==> src/rtl/neopixel_rx.sv <==
// rtl/neopixel_rx.sv - WS2812-style one-wire receiver assembling GRB pixel words onto a valid/ready stream
// Optional NEOPIXEL_RX_STATS_EN adds frame_count/err_count outputs.
module neopixel_rx #(
  parameter int MIN_HIGH_CYC   = 5,
  parameter int BIT_THRESH_CYC = 30,
  parameter int MAX_HIGH_CYC   = 60,
  parameter int LATCH_CYC      = 2500,
  parameter int PIXEL_BITS     = 24,
  parameter int IDX_W          = 8
) (
  input  logic                  clk,
  input  logic                  reset_n,
  input  logic                  one_wire,
  output logic [PIXEL_BITS-1:0] pixel_data,
  output logic [IDX_W-1:0]      pixel_index,
  output logic                  pixel_valid,
  input  logic                  pixel_ready,
  output logic                  frame_end,
  output logic                  pulse_err,
  output logic                  partial_err,
  output logic                  overrun,
  input  logic                  clear_err
`ifdef NEOPIXEL_RX_STATS_EN
  ,
  output logic [15:0]           frame_count,
  output logic [15:0]           err_count
`endif
);

  localparam int LOW_W  = $clog2(LATCH_CYC + 1);
  localparam int HIGH_W = $clog2(MAX_HIGH_CYC + 2);
  localparam int BCNT_W = $clog2(PIXEL_BITS + 1);

  localparam logic [LOW_W-1:0]  LATCH_V   = LOW_W'(LATCH_CYC);
  localparam logic [LOW_W-1:0]  LATCH_M1  = LOW_W'(LATCH_CYC - 1);
  localparam logic [LOW_W-1:0]  LOW_ONE   = LOW_W'(1);
  localparam logic [HIGH_W-1:0] MIN_V     = HIGH_W'(MIN_HIGH_CYC);
  localparam logic [HIGH_W-1:0] THR_V     = HIGH_W'(BIT_THRESH_CYC);
  localparam logic [HIGH_W-1:0] MAX_V     = HIGH_W'(MAX_HIGH_CYC);
  localparam logic [HIGH_W-1:0] HSAT_V    = HIGH_W'(MAX_HIGH_CYC + 1);
  localparam logic [HIGH_W-1:0] HIGH_ONE  = HIGH_W'(1);
  localparam logic [BCNT_W-1:0] LAST_BIT  = BCNT_W'(PIXEL_BITS - 1);
  localparam logic [BCNT_W-1:0] BCNT_ONE  = BCNT_W'(1);
  localparam logic [IDX_W-1:0]  IDX_ONE   = IDX_W'(1);

  typedef enum logic [1:0] {
    S_SYNC = 2'd0,
    S_IDLE = 2'd1,
    S_LOW  = 2'd2,
    S_HIGH = 2'd3
  } state_t;

  state_t                state_q, state_d;
  state_t                ret_q, ret_d;
  logic                  sync1_q, sync2_q, prev_q;
  logic [LOW_W-1:0]      low_cnt_q, low_cnt_d;
  logic [HIGH_W-1:0]     high_cnt_q, high_cnt_d;
  logic [PIXEL_BITS-1:0] shift_q, shift_d;
  logic [BCNT_W-1:0]     bit_cnt_q, bit_cnt_d;
  logic [IDX_W-1:0]      idx_cnt_q, idx_cnt_d;
  logic [PIXEL_BITS-1:0] pixel_data_q, pixel_data_d;
  logic [IDX_W-1:0]      pixel_index_q, pixel_index_d;
  logic                  pixel_valid_q, pixel_valid_d;
  logic                  frame_end_q, frame_end_d;
  logic                  pulse_err_q, pulse_err_d;
  logic                  partial_err_q, partial_err_d;
  logic                  overrun_q, overrun_d;

  logic line, rise, fall;
  logic bit_ok, bit_val;
  logic pulse_set, partial_set, overrun_set;

  assign line = sync2_q;
  assign rise = sync2_q & ~prev_q;
  assign fall = ~sync2_q & prev_q;

  always_comb begin
    state_d       = state_q;
    ret_d         = ret_q;
    low_cnt_d     = low_cnt_q;
    high_cnt_d    = high_cnt_q;
    shift_d       = shift_q;
    bit_cnt_d     = bit_cnt_q;
    idx_cnt_d     = idx_cnt_q;
    pixel_data_d  = pixel_data_q;
    pixel_index_d = pixel_index_q;
    pixel_valid_d = pixel_valid_q & ~pixel_ready;
    frame_end_d   = 1'b0;
    bit_ok        = 1'b0;
    bit_val       = 1'b0;
    pulse_set     = 1'b0;
    partial_set   = 1'b0;
    overrun_set   = 1'b0;

    case (state_q)
      S_SYNC: begin
        // Only a full latch gap proves we are between frames.
        if (line) begin
          low_cnt_d = '0;
        end else if (low_cnt_q >= LATCH_M1) begin
          low_cnt_d = LATCH_V;
          state_d   = S_IDLE;
        end else begin
          low_cnt_d = low_cnt_q + LOW_ONE;
        end
      end

      S_IDLE, S_LOW: begin
        if (rise) begin
          state_d    = S_HIGH;
          ret_d      = state_q;
          high_cnt_d = HIGH_ONE;
        end else if (!line && low_cnt_q != LATCH_V) begin
          low_cnt_d = low_cnt_q + LOW_ONE;
          if (low_cnt_q == LATCH_M1) begin
            frame_end_d = 1'b1;
            idx_cnt_d   = '0;
            bit_cnt_d   = '0;
            partial_set = (bit_cnt_q != '0);
            state_d     = S_IDLE;
          end
        end
      end

      S_HIGH: begin
        if (fall) begin
          if (high_cnt_q < MIN_V) begin
            // Glitch: resume the interrupted low phase without restarting its count.
            state_d = ret_q;
          end else if (high_cnt_q > MAX_V) begin
            pulse_set = 1'b1;
            bit_cnt_d = '0;
            idx_cnt_d = '0;
            low_cnt_d = LOW_ONE;
            state_d   = S_SYNC;
          end else begin
            bit_ok    = 1'b1;
            bit_val   = (high_cnt_q > THR_V);
            low_cnt_d = LOW_ONE;
            state_d   = S_LOW;
          end
        end else if (high_cnt_q != HSAT_V) begin
          high_cnt_d = high_cnt_q + HIGH_ONE;
        end
      end

      default: state_d = S_SYNC;
    endcase

    if (bit_ok) begin
      shift_d = {shift_q[PIXEL_BITS-2:0], bit_val};
      if (bit_cnt_q == LAST_BIT) begin
        bit_cnt_d = '0;
        if (!pixel_valid_q || pixel_ready) begin
          pixel_data_d  = shift_d;
          pixel_index_d = idx_cnt_q;
          pixel_valid_d = 1'b1;
        end else begin
          overrun_set = 1'b1;
        end
        if (idx_cnt_q != '1) begin
          idx_cnt_d = idx_cnt_q + IDX_ONE;
        end
      end else begin
        bit_cnt_d = bit_cnt_q + BCNT_ONE;
      end
    end

    // Set events take priority over a coincident clear.
    pulse_err_d   = pulse_set   | (pulse_err_q   & ~clear_err);
    partial_err_d = partial_set | (partial_err_q & ~clear_err);
    overrun_d     = overrun_set | (overrun_q     & ~clear_err);
  end

  always_ff @(posedge clk or negedge reset_n) begin
    if (!reset_n) begin
      sync1_q       <= 1'b0;
      sync2_q       <= 1'b0;
      prev_q        <= 1'b0;
      state_q       <= S_SYNC;
      ret_q         <= S_IDLE;
      low_cnt_q     <= '0;
      high_cnt_q    <= '0;
      shift_q       <= '0;
      bit_cnt_q     <= '0;
      idx_cnt_q     <= '0;
      pixel_data_q  <= '0;
      pixel_index_q <= '0;
      pixel_valid_q <= 1'b0;
      frame_end_q   <= 1'b0;
      pulse_err_q   <= 1'b0;
      partial_err_q <= 1'b0;
      overrun_q     <= 1'b0;
    end else begin
      sync1_q       <= one_wire;
      sync2_q       <= sync1_q;
      prev_q        <= sync2_q;
      state_q       <= state_d;
      ret_q         <= ret_d;
      low_cnt_q     <= low_cnt_d;
      high_cnt_q    <= high_cnt_d;
      shift_q       <= shift_d;
      bit_cnt_q     <= bit_cnt_d;
      idx_cnt_q     <= idx_cnt_d;
      pixel_data_q  <= pixel_data_d;
      pixel_index_q <= pixel_index_d;
      pixel_valid_q <= pixel_valid_d;
      frame_end_q   <= frame_end_d;
      pulse_err_q   <= pulse_err_d;
      partial_err_q <= partial_err_d;
      overrun_q     <= overrun_d;
    end
  end

  assign pixel_data  = pixel_data_q;
  assign pixel_index = pixel_index_q;
  assign pixel_valid = pixel_valid_q;
  assign frame_end   = frame_end_q;
  assign pulse_err   = pulse_err_q;
  assign partial_err = partial_err_q;
  assign overrun     = overrun_q;

`ifdef NEOPIXEL_RX_STATS_EN
  logic [15:0] frame_count_q, frame_count_d;
  logic [15:0] err_count_q, err_count_d;

  always_comb begin
    frame_count_d = frame_count_q + {15'd0, frame_end_d};
    err_count_d   = err_count_q;
    if (clear_err) begin
      err_count_d = '0;
    end
    if ((pulse_set || partial_set) && err_count_d != 16'hFFFF) begin
      err_count_d = err_count_d + 16'd1;
    end
  end

  always_ff @(posedge clk or negedge reset_n) begin
    if (!reset_n) begin
      frame_count_q <= '0;
      err_count_q   <= '0;
    end else begin
      frame_count_q <= frame_count_d;
      err_count_q   <= err_count_d;
    end
  end

  assign frame_count = frame_count_q;
  assign err_count   = err_count_q;
`endif

endmodule

==> config.mk <==
export PLATFORM = sky130hd
export DESIGN_NAME = neopixel_rx
export DESIGN_NICKNAME = d
export VERILOG_FILES = /design/src/rtl/neopixel_rx.sv
export SDC_FILE = /design/constraint.sdc
export NUM_CORES = 1
export LEC_CHECK = 0
export ABC_AREA = 1
export BUFFER_PORTS_ARGS = -buffer_cell sky130_fd_sc_hd__buf_2
export CORE_AREA = 2 2 102 104
export DETAILED_ROUTE_END_ITERATION = 10
export DIE_AREA = 0 0 104 106
export GPL_ROUTABILITY_DRIVEN = 0
export PLACE_DENSITY = 0.72
export SYNTH_ARGS = -nofsm -noshare
export SYNTH_HDL_FRONTEND = slang
export SYNTH_SLANG_ARGS = --single-unit
==> constraint.sdc <==
create_clock -name clk -period 2.91 [get_ports clk]
set_input_delay 0 -clock clk [delete_from_list [all_inputs] [get_ports clk]]
set_output_delay 0 -clock clk [all_outputs]
set_load 0.03 [all_outputs]
# Word level (Yosys, flattened, before mapping)
# Cells that the tools add are included.
# classes
mul	0
eq_ne	25
n_bitwise	13
div_mod_pow	0
shift	0
order_cmp	4
n_reduce_logical	15
n_mux	65
addsub	4
# ops
operator	n
12-bit two-way mux	6
8-bit two-way mux	9
5-bit two-way mux	8
12-bit one-hot mux with 3 select lines	1
1-bit two-way mux	26
3-bit inequality test (second input constant)	8
6-bit two-way mux	3
2-bit inequality test (second input constant)	9
2-bit two-way mux	8
8-bit one-hot mux with 2 select lines	1
12-bit by 1-bit adder with 12-bit output (second input constant)	1
12-bit == test (second input constant)	1
12-bit greater-or-equal comparator (second input constant)	1
12-bit inequality test (second input constant)	1
6-bit one-hot mux with 2 select lines	1
5-bit one-hot mux with 2 select lines	1
8-bit by 1-bit adder with 8-bit output (second input constant)	1
8-bit inequality test (second input constant)	1
4-bit AND reduction	2
7-bit AND reduction	1
6-bit by 1-bit adder with 6-bit output (second input constant)	1
1-bit bitwise AND	6
6-bit by 5-bit greater-than comparator with 1-bit output (second input constant)	1
6-bit greater-than comparator (second input constant)	1
other kinds (20)	27
# totals
inputBits	5
memories	0
latch_bits	0
mem_bits_ro	0
regBits	98
output_inout_bits	37
ram_bits	0

# Longest topological paths before layout
# Gate-level depths: netlist of run 1.
# depth
depth_word	8
depth_mapped	13

# Worst setup path after synthesis of run 1
# Ideal clock, no wire load.
# synth_path
path_kind	flip-flop to flip-flop
from	reg state_q[0]
to	reg bit_cnt_q[3]
stages_incl_launch_ff	10
period_less_slack_ps	1756
path_slack_ps	1154
arrival_time_ps	1634
path_cell_list	dfrtp_1 > inv_1 > ha_1 > buf_2 > nand3_1 > nand3_1 > nor2_2 > nand3_2 > nand3_1 > o21ai_1
# synth_via
elab_chain_cells	4
word_cells_on_any_way	15
# synth_lines
item	line	source
start: declaration	53	state_t state_q, state_d;
start signal: assignment	198	state_q <= state_d;
2-bit == test or 2-bit by 1-bit == test with 1-bit output (tied branches)	95	case (state_q)
1-bit two-way mux or 2-bit OR reduction (tied branches)	95	
3-bit inequality test (no line), or another cell as far along	--	
7-bit AND reduction (no line) or 5-bit two-way mux (tied branches)	--	
end signal: assignment	203	bit_cnt_q <= bit_cnt_d;
end: declaration	59	logic [BCNT_W-1:0] bit_cnt_q, bit_cnt_d;
# Several ways; a longest one is shown, not always the timed one.
# A chain may end at the register's enable or synchronous reset.

# Final worst setup path of run 1
# layout_path
from	reg state_q[1]
to	reg idx_cnt_q[4]
# layout_via
elab_chain_cells	6
word_cells_on_any_way	9
# layout_lines
item	line	source
2-bit by 1-bit == test with 1-bit output or 2-bit == test (tied branches)	95	
2-bit OR reduction	95	
8-bit one-hot mux with 2 select lines	95	
8-bit two-way mux	161	if (idx_cnt_q != '1) begin
8-bit two-way mux	152	if (bit_cnt_q == LAST_BIT) begin
8-bit two-way mux *	150	if (bit_ok) begin
net idx_cnt_d[4]	60	logic [IDX_W-1:0] idx_cnt_q, idx_cnt_d;
end signal: assignment	204	idx_cnt_q <= idx_cnt_d;
end: declaration	60	
# Mark *: on every way through the listed nets, which the timed path passes. The rest lies on a longest branch.

==> key figures, run 1 <==
Worst setup path
  • Worst-path fanout max: 49
  • Critical Path Max Stage Delay: 0.46 ns
  • Worst EP required: 3.18 ns
  • Critical path startpoint category: register
  • Worst reg-to-reg setup slack: 0.46 ns
  • Crit end category: register
  • CP Cell Sequence: ha_1, inv_6, nor2_8, nand2_2, nor2_4, buf_4, nand2_4, nor2_4, nor2_1, nand2_1, o21ai_1
  • Cell repeated most along the worst path: nor2_4
  • Worst path bufs/invs: 2
  • CP delay by family, top: simple AND/OR/NAND/NOR gates
  • Critical path's slowest cell: ha_1
  • Crit path kind: reg2reg
  • Crit path DAT: 2.71 ns
  • Critical path launch point: state_q[1]$_DFFE_PN0P_
  • R2r startpoint: state_q[1]$_DFFE_PN0P_

GRT
  • First-pass GRT wire length: 16.1 mm
  • Largest net degree at the start of global routing: 58
  • Antenna violations before repair: 0
  • Vias in the first global route: 3562
  • GRT Total Usage: 18.1%
  • GRT overflow: 0

Routing
  • Routed WL: 9.31 mm
  • Vias per cell: 4.92
  • DRC viols: 0
  • Routed WL per cell: 12.3 µm
  • Router iterations before antenna repair: 4
  • Via count: 3719
  • Initial drt markers: 240
  • Final ANT Viol Nets: 0

Pwr
  • Peak VDD IR: 221 µV
  • Static Leak: 2.67 nW
  • Pwr dens: 445 nW/µm²
  • Tot Pwr: 2.39 mW

Die
  • Io pins: 42
  • Starting Density: 48.1%
  • Cell Rows: 37
  • Core box area: 10000 µm²
  • Die height: 106 µm
  • Die Area: 11000 µm²
  • Die width: 104 µm

Synthesis
  • Synth Instances: 570
  • Synth Flop Type: dfrtp_1
  • Seq cells post-synth: 98
  • Ys Warns: 0
  • Top cell type's share of synthesized area: 50.5%
  • Count leader, synth: nand2_1
  • Mean Syn Cell Area: 8.43 µm²
  • Distinct cells, synth: 32
  • Commonest cells post-synth: nand2_1 (147), dfrtp_1 (97), inv_1 (80), o21ai_0 (45), o21ai_1 (39)
  • Area leader, netlist: dfrtp_1
  • Synth area leaders: dfrtp_1 (51%), nand2_1 (11%), inv_1 (6.2%), o21ai_0 (4.7%), o21ai_1 (4.1%)
  • Syn Nets: 587
  • Number of synthesized flops with an enable pin: 0
  • Async SR Flop Fraction: 100%
  • Synthesized area: 4810 µm²
  • Register area share after synthesis: 51.1%

Clock tree
  • CTS tree: built
  • CTS buffer count: 9
  • Worst-skew pair later-pin latency: 0.39 ns
  • Maximum root-to-sink buffer count: 2
  • H-tree depth: 3
  • Root Buffer: clkbuf_8
  • Clk sinks: 98
  • Post-CTS setup buffer count: 0
  • Clock-pin slew on the worst setup and hold paths: 0.11 ns

Placement
  • HPWL after DPL: 6.52 mm
  • I/O Buffers: 41

Timing
  • Final Hold Viols: 0
  • Max Clock Freq: 408 MHz
  • Post-route minimum period: 2.45 ns
  • Worst hold slack: 0.0598 ns
  • Setup_tns: 0 ns
  • Final setup vio count: 0
  • Rel. slew slack: 50.5%
  • RSZ-0062 raised after global routing: no
  • Slew @ Worst Pin: 0.742 ns
  • Final Cycle Share: 84.1%
  • Fin Clk Skew: 0.0170 ns
  • Max Slew Vio Count: 0

Cells and area
  • NumNets Final: 632
  • Area growth, synth to finish: 12.1%
  • Post-layout util: 53.9%
  • Antenna diode count: 0
  • Layout cells sized above 1: 15.2%

Worst hold path
  • Hold Path Class: in2async

Outcome
  • Status: finished clean

Run
  • Maxcap violations: 0
layout by cell type, fill, tap and decap left out, types with 3 or more instances in the layout:
master,synthesis,final
dlygate4sd3_1,0,4
nand3_2,3,3
nor3_1,4,4
nand2_2,4,4
nor2_2,8,8
nor2_1,33,33
o21ai_1,39,39
nand4_1,8,8
ha_1,12,12
inv_1,80,80
clkbuf_8,0,9
xor2_1,11,11
o21ai_0,45,45
nand2_1,147,147
buf_2,10,40
a21oi_1,5,5
buf_4,0,5
nand3_1,36,36
nand2_4,4,4
inv_2,3,3
dfrtp_1,97,97
final timing paths:
check / endpoint / cells past startpoint
max reg2reg: idx_cnt_q[4]$_DFF_PN0_ / 11
min in group clk: sync1_q$_DFF_PN0_ / 2
max: idx_cnt_q[4]$_DFF_PN0_ / 11
max in group asynchronous: ret_q[0]$_DFFE_PN1P_ / 3
min: bit_cnt_q[2]$_DFFE_PN0P_ / 2
min reg2reg: line$_DFF_PN0_ / 0
where the power goes:
| group | total, mW | internal (mW) | switching (mW) |
|---|---|---|---|
| combinational | 0.0588 | 0.0157 | 0.0432 |
| clock | 0.963 | 0.422 | 0.541 |
| sequential | 1.37 | 1.37 | 0.00583 |
metrics by stage:
step	std cells	cell area, µm²	setup slack [ns]
after floorplan	570	4810	1.15
after global placement	736	5120	0.547
after detailed placement	736	5120	0.472
after CTS	756	5390	0.468
after global routing	756	5390	0.269
final	756	5390	0.462
sequential cells by signal, indices dropped and copies added, names as in the netlist:
name,cells
frame_end,1
state_q,2
overrun,1
low_cnt_q,12
partial_err,1
line,1
sync1_q,1
bit_cnt_q,5
pixel_index,8
high_cnt_q,6
prev_q,1
ret_q,2
shift_q,23
pulse_err,1
pixel_data,24
idx_cnt_q,8
pixel_valid,1
layout make-up:
type	instances	area (µm²)
Tap cell	136	170
Clock buffer	9	124
Timing Repair Buffer	49	278
Clock inverter	7	98.8
Sequential cell	98	2450
Fill cell	952	4610
Inverter	84	320
Multi-Input combinational cell	373	1940
routing by layer:
| layer | up-vias | routed length, µm | GRT usage, % |
|---|---|---|---|
| li1 | 1887 | - | - |
| met4 | 0 | 185 | 9.56 |
| met5 | - | 0 | 0 |
| met3 | 18 | 269 | 3.13 |
| met1 | 1749 | 4440 | 23.6 |
| met2 | 65 | 4410 | 29.0 |
cells by family (layout without fill, tap and decap cells):
logic type,Yosys count,in the layout,synth area share [%]
adders and majority gates,12,12,3.12
buffers and inverters,99,149,8.57
DFF,98,98,51.1
xor gates and xnor gates,12,12,2.19
AOI/OAI and AO/OA,95,95,10.4
and+or+nand+nor,254,254,24.7
repair_timing:
action | CTS | global route
endpoints found under the hold margin | 32 | 0
gates resized for setup | 0 | 0
hold buffers | 4 | 0
Note: power is estimated with default switching activity, not from simulation.
==> run 2, diff against run 1 <==
clock period = 2.6 ns   (was 2.91 ns; I/O delays follow)
==> key figures, run 2 (synthesis results as in run 1) <==
Clock tree
  • Clk sinks: 98 (unchanged)
  • Root Buffer: clkbuf_8
  • Post-CTS Resized: 0 (unchanged)
  • Clock-pin slew on the worst setup and hold paths: 0.10 ns (about the same)
  • CTS tree: built
  • Maximum root-to-sink buffer count: 2 (unchanged)
  • CTS buffer count: 9 (unchanged)
  • Worst-skew pair later-pin latency: 0.37 ns (-0.02 ns)
  • H-tree depth: 3 (unchanged)

Pwr
  • Sw frac: 25.3% (+0.65 points)
  • Switching power: 0.655 mW (+11%)
  • Logic gate share of total power: 2.6% (about the same)
  • Register share of total power: 59.4% (+2.1 points)
  • Static Leak: 2.67 nW (+0.11%)
  • Internal power: 1.93 mW (+7.1%)
  • Clock share of power: 38.0% (-2.2 points)
  • Peak VDD IR: 286 µV (+29%)
  • Pwr dens: 481 nW/µm² (+8.1%)

Routing
  • Router iterations before antenna repair: 5 (+1)
  • Final ANT Viol Nets: 0 (unchanged)
  • Initial drt markers: 215 (-10%)
  • Vias per cell: 4.90 (-0.37%)
  • Via count: 3710 (-0.24%)
  • Routed WL: 9.11 mm (-2.1%)
  • Top Layer Used: met4
  • Routed length on met2: 4.34 mm (-1.5%)
  • Routed WL per cell: 12.0 µm (-2.2%)
  • DRC viols: 0 (unchanged)
  • Met1 wire length: 4.39 mm (-1.1%)
  • Met3 wire len: 274 µm (+1.9%)

GRT
  • GRT Total Usage: 17.5% (-0.60 points)
  • Antenna violations before repair: 0 (unchanged)
  • Largest net degree at the start of global routing: 65 (+12%)
  • Vias in the first global route: 3505 (-1.6%)
  • First-pass GRT wire length: 15.7 mm (-2.8%)
  • GRT overflow: 0 (unchanged)

Timing
  • Max Clock Freq: 463 MHz (+13%)
  • Rel. slew slack: 51.6% (+1.0 points)
  • Final setup vio count: 0 (unchanged)
  • Setup_tns: 0 ns (unchanged)
  • Max Slew Vio Count: 0 (unchanged)
  • RSZ-0062 raised after global routing: no
  • Final Cycle Share: 83.0% (-1.1 points)
  • Final Hold Viols: 0 (unchanged)
  • Slew @ Worst Pin: 0.727 ns (-0.0152 ns)
  • Fin Clk Skew: 0.0165 ns (-0.000553 ns)
  • Post-route minimum period: 2.16 ns (-0.290 ns)

Cells and area
  • Layout cells sized above 1: 15.1% (-0.024 points)
  • Antenna diode count: 0 (unchanged)
  • Final Cell Area: 5380 µm² (-0.14%)
  • Largest register FFs: 24 (unchanged)
  • Fin cells: 757 (+0.13%)
  • Area growth, synth to finish: 11.9%
  • NumNets Final: 633 (+0.16%)
  • Most frequent cells in the layout: nand2_1 (147), dfrtp_1 (97), inv_1 (80), o21ai_0 (45), buf_2 (40)
  • Commonest non-fill, non-tap cell in the layout: nand2_1

Worst hold path
  • Hold Path Class: in2async

Worst setup path
  • CP delay by family, top: compound AO/OA/AOI/OAI gates
  • Critical Path Max Stage Delay: 0.58 ns (+0.12 ns)
  • Crit end category: register
  • Cell repeated most along the worst path: o21ai_0
  • Crit path DAT: 2.44 ns (-0.27 ns)
  • CP Cell Sequence: inv_1, ha_1, o21ai_0, nand3_1, a21oi_1, o21ai_0, o21ai_0
  • Worst EP required: 2.88 ns (-0.30 ns)
  • Critical path startpoint category: register
  • Critical path's slowest cell: a21oi_1
  • Crit path kind: reg2reg
  • Worst-path fanout max: 12 (-76%)
  • Worst path bufs/invs: 1 (-1)

Die
  • Io pins: 42 (unchanged)
  • Die height: 106 µm (unchanged)
  • Starting Density: 48.1% (unchanged)
  • Die width: 104 µm (unchanged)
  • Die Area: 11000 µm² (unchanged)
  • Cell Rows: 37 (unchanged)
  • Core box area: 10000 µm² (unchanged)

Placement
  • Placed insts: 736 (unchanged)
  • I/O Buffers: 41 (unchanged)
  • Placed inst area: 5120 µm² (unchanged)
  • HPWL after DPL: 6.54 mm (+0.35%)

Outcome
  • Status: finished clean

Run
  • Maxcap violations: 0 (unchanged)
[run 2: changes by cell type in the layout (fill, tap and decap cells not counted), sizes merged]
cell,delta
inv,+1
bufinv,-1
clkinv,+1
clkinvlp,-1
dlygate4sd3,+1
[run 2: routing by layer]
layer | GRT usage [%] | vias to the layer above
met2 | 29.4 | 68
met3 | 3.49 | 8
met1 | 22.5 | 1739
met4 | 6.37 | 0
li1 | - | 1895
met5 | 0 | -
[run 2: layout make-up]
class	instances	area, µm²
well taps	136	170
clock inverters	7	81.3
fillers	970	4620
multi-input cells	373	1940
inverters	84	320
clock buffers	9	124
repair buffers	50	288
flip-flops and latches	98	2450
[run 2: timing repair]
| item | CTS | global route |
|---|---|---|
| endpoints found under the hold margin | 55 | 0 |
| buffers inserted | 0 | 0 |
| hold buffers | 5 | 0 |
[run 2: power by group through the flow]
stage | Clock (mW) | Sequential [mW] | Combinational [mW]
2_1_floorplan | 0 | 1.56 | 0.0219
3_3_place_gp | 0 | 1.57 | 0.0625
3_5_place_dp | 0 | 1.57 | 0.0650
4_1_cts | 1.01 | 1.54 | 0.0697
5_1_grt | 1.08 | 1.54 | 0.0789
6_report | 0.983 | 1.54 | 0.0671
[run 2: path summary, 6_finish.rpt]
path | from | to | slack (ns) | cells past startpoint
max reg2reg | state_q[0]$_DFFE_PN0P_ | high_cnt_q[0]$_DFFE_PN0P_ | 0.44 | 7
max | state_q[0]$_DFFE_PN0P_ | high_cnt_q[0]$_DFFE_PN0P_ | 0.44 | 7
max in group asynchronous | reset_n | pixel_data[7]$_DFFE_PN0P_ | 1.55 | 3
min | reset_n | sync1_q$_DFF_PN0_ | 0.19 | 2
min in group clk | one_wire | sync1_q$_DFF_PN0_ | 0.27 | 2
min reg2reg | sync1_q$_DFF_PN0_ | line$_DFF_PN0_ | 0.36 | 0
[run 2: per-stage QoR]
step	hold WS (ns)	utilization (%)	setup WS [ns]	power (mW)
6_report	0.194	53.8	0.442	2.59
5_1_grt	0.267	53.8	0.193	2.70
4_1_cts	0.231	53.8	0.448	2.62
3_5_place_dp	0.0872	51.2	0.474	1.63
3_3_place_gp	0.0704	51.2	0.572	1.63
2_1_floorplan	-0.296	-	0.844	1.59
[run 2: worst reg2reg max path: cells and delay by family, from the launching register on]
family                     cells  cell delay, ns
AOI/OAI and AO/OA              4            1.05
DFF                            1            0.40
adders and majority gates      1            0.44
buffers and inverters          1            0.09
and+or+nand+nor                1            0.11
==> run 3, diff against run 2 <==
PLACE_DENSITY = 0.75   (was 0.72)
clock period = 1.9 ns   (was 2.6 ns; I/O delays follow)
==> key figures, run 3 (synthesis results as in run 1) <==
Outcome
  • Status: finished clean

Timing
  • Final setup margin: 0.0410 ns (-0.401 ns)
  • Final setup vio count: 0 (unchanged)
  • Final Cycle Share: 97.8% (+15 points)
  • Worst hold slack: 0.0872 ns (-0.107 ns)
  • Max Slew Vio Count: 0 (unchanged)
  • Post-route minimum period: 1.86 ns (-0.299 ns)
  • Slew @ Worst Pin: 0.389 ns (-0.338 ns)
  • Setup_tns: 0 ns (unchanged)
  • Final Hold Viols: 0 (unchanged)
  • Rel. slew slack: 74.1% (+23 points)
  • Max Clock Freq: 538 MHz (+16%)
  • Fin Clk Skew: 0.0156 ns (-0.000891 ns)
  • RSZ-0062 raised after global routing: yes

Worst setup path
  • R2R depth: 12 (+5)
  • R2r startpoint: high_cnt_q[0]$_DFFE_PN0P_
  • Crit Reg-Reg Endpoint: pixel_data[2]$_DFFE_PN0P_
  • Crit end category: register
  • Worst reg-to-reg setup slack: 0.04 ns (-0.40 ns)
  • Critical path startpoint category: register
  • Worst-path fanout max: 8 (-4)
  • Crit path DAT: 2.13 ns (-0.31 ns)
  • Worst EP required: 2.17 ns (-0.71 ns)
  • Crit path kind: reg2reg

Clock tree
  • CTS buffer count: 9 (unchanged)
  • Maximum root-to-sink buffer count: 2 (unchanged)
  • Root Buffer: clkbuf_8
  • Clk sinks: 98 (unchanged)
  • Clock-pin slew on the worst setup and hold paths: 0.10 ns (about the same)
  • CTS tree: built
  • Worst-skew pair later-pin latency: 0.38 ns (about the same)
  • H-tree depth: 3 (unchanged)

Routing
  • Met3 wire len: 461 µm (+68%)
  • Router iterations before antenna repair: 5 (unchanged)
  • Routed length on met2: 5.47 mm (+26%)
  • Routed WL per cell: 13.8 µm (+15%)
  • Top Layer Used: met4
  • Initial drt markers: 276 (+28%)
  • Met1 wire length: 4.70 mm (+6.9%)
  • Routed WL: 10.8 mm (+18%)
  • DRC viols: 0 (unchanged)
  • Vias per cell: 5.13 (+4.7%)
  • Via count: 3993 (+7.6%)
  • Final ANT Viol Nets: 0 (unchanged)

Worst hold path
  • Hold Path Class: in2async

Cells and area
  • Most frequent cells in the layout: nand2_1 (123), dfrtp_1 (97), inv_1 (76), o21ai_0 (44), buf_2 (40)
  • Fillers: 877 (-9.6%)
  • Commonest non-fill, non-tap cell in the layout: nand2_1
  • Fin cells: 778 (+2.8%)
  • Largest register FFs: 24 (unchanged)
  • Area growth, synth to finish: 21.4%
  • Layout cells sized above 1: 25.5% (+10 points)
  • NumNets Final: 654 (+3.3%)
  • Antenna diode count: 0 (unchanged)

Die
  • Die Area: 11000 µm² (unchanged)
  • Die height: 106 µm (unchanged)
  • Core box area: 10000 µm² (unchanged)
  • Cell Rows: 37 (unchanged)
  • Die width: 104 µm (unchanged)
  • Starting Density: 48.1% (unchanged)
  • Io pins: 42 (unchanged)

Pwr
  • Pwr dens: 608 nW/µm² (+26%)
  • Peak VDD IR: 354 µV (+24%)
  • Static Leak: 2.89 nW (+8.2%)
  • Tot Pwr: 3.55 mW (+37%)

GRT
  • Antenna violations before repair: 0 (unchanged)
  • Largest net degree at the start of global routing: 65 (unchanged)
  • GRT overflow: 0 (unchanged)
  • First-pass GRT wire length: 16.4 mm (+5.0%)
  • GRT Total Usage: 18.3% (+0.83 points)
  • Vias in the first global route: 3687 (+5.2%)

Placement
  • Post-Place Worst Slack: 0.0216 ns (-0.453 ns)
  • I/O Buffers: 41 (unchanged)
  • Placed insts: 746 (+1.4%)
  • HPWL after DPL: 6.85 mm (+4.8%)

Run
  • Maxcap violations: 0 (unchanged)
[run 3: cell count changes in the layout (fill, tap and decap cells not counted), moves of 5 or more]
| cell | delta |
|---|---|
| nand2_1 | -24 |
| nand2_2 | +19 |
| o21ai_2 | +13 |
| o21ai_1 | -12 |
| buf_6 | +7 |
| buf_4 | +10 |
| nand2_4 | +5 |
[run 3: final cells by class]
type	instances	area, µm²	share of cell area (%)
Tap cell	136	170	2.92
Inverter	84	320	5.49
Timing Repair Buffer	71	554	9.50
Multi-Input combinational cell	373	2140	36.7
Clock buffer	10	138	2.36
Sequential cell	98	2450	42.1
Clock inverter	6	56.3	0.965
[run 3: worst max path at each step]
stage / startpoint / endpoint
2_1_floorplan: state_q[0]$_DFFE_PN0P_ / bit_cnt_q[3]$_DFFE_PN0P_
4_1_cts: state_q[0]$_DFFE_PN0P_ / pixel_data[0]$_DFFE_PN0P_
5_1_grt: high_cnt_q[0]$_DFFE_PN0P_ / pixel_data[2]$_DFFE_PN0P_
6_report: high_cnt_q[0]$_DFFE_PN0P_ / pixel_data[2]$_DFFE_PN0P_
3_3_place_gp: high_cnt_q[0]$_DFFE_PN0P_ / low_cnt_q[5]$_DFFE_PN0P_
3_5_place_dp: state_q[0]$_DFFE_PN0P_ / pixel_data[0]$_DFFE_PN0P_
[run 3: metrics by stage]
step / utilization, % / instance area (µm²)
finish: 58.3 / 5830
global route: 58.3 / 5830
CTS: 54.6 / 5460
detailed placement: 52.2 / 5220
global placement: 52.2 / 5220
floorplan: - / 4810
[run 3: metal layers]
| layer | vias up | track usage (%) |
|---|---|---|
| li1 | 1939 | - |
| met1 | 1950 | 23.3 |
| met2 | 93 | 30.8 |
| met3 | 11 | 4.41 |
| met4 | 0 | 6.18 |
| met5 | - | 0 |
[run 3: worst max-delay path, stage by stage, from the launching register on]
cell       delay, ns
dfrtp_1         0.42
inv_2           0.08
ha_4            0.15
inv_2           0.05
nand2_2         0.05
nand3_2         0.08
nand2_2         0.07
nor2_4          0.16
buf_6           0.15
nand3_4         0.17
clkbuf_16       0.25
nand2_1         0.06
o21ai_1         0.06
[run 3: where the power goes]
group	switching, mW	total (mW)	internal (mW)
logic	0.0684	0.0960	0.0276
clock network	0.805	1.35	0.542
registers	0.00965	2.10	2.09
[run 3: repair_timing]
action,CTS,global route
hold buffers,4,0
endpoints found under the hold margin,103,0
setup endpoints to repair,0,75
gates resized for setup,0,67
buffers inserted,0,5
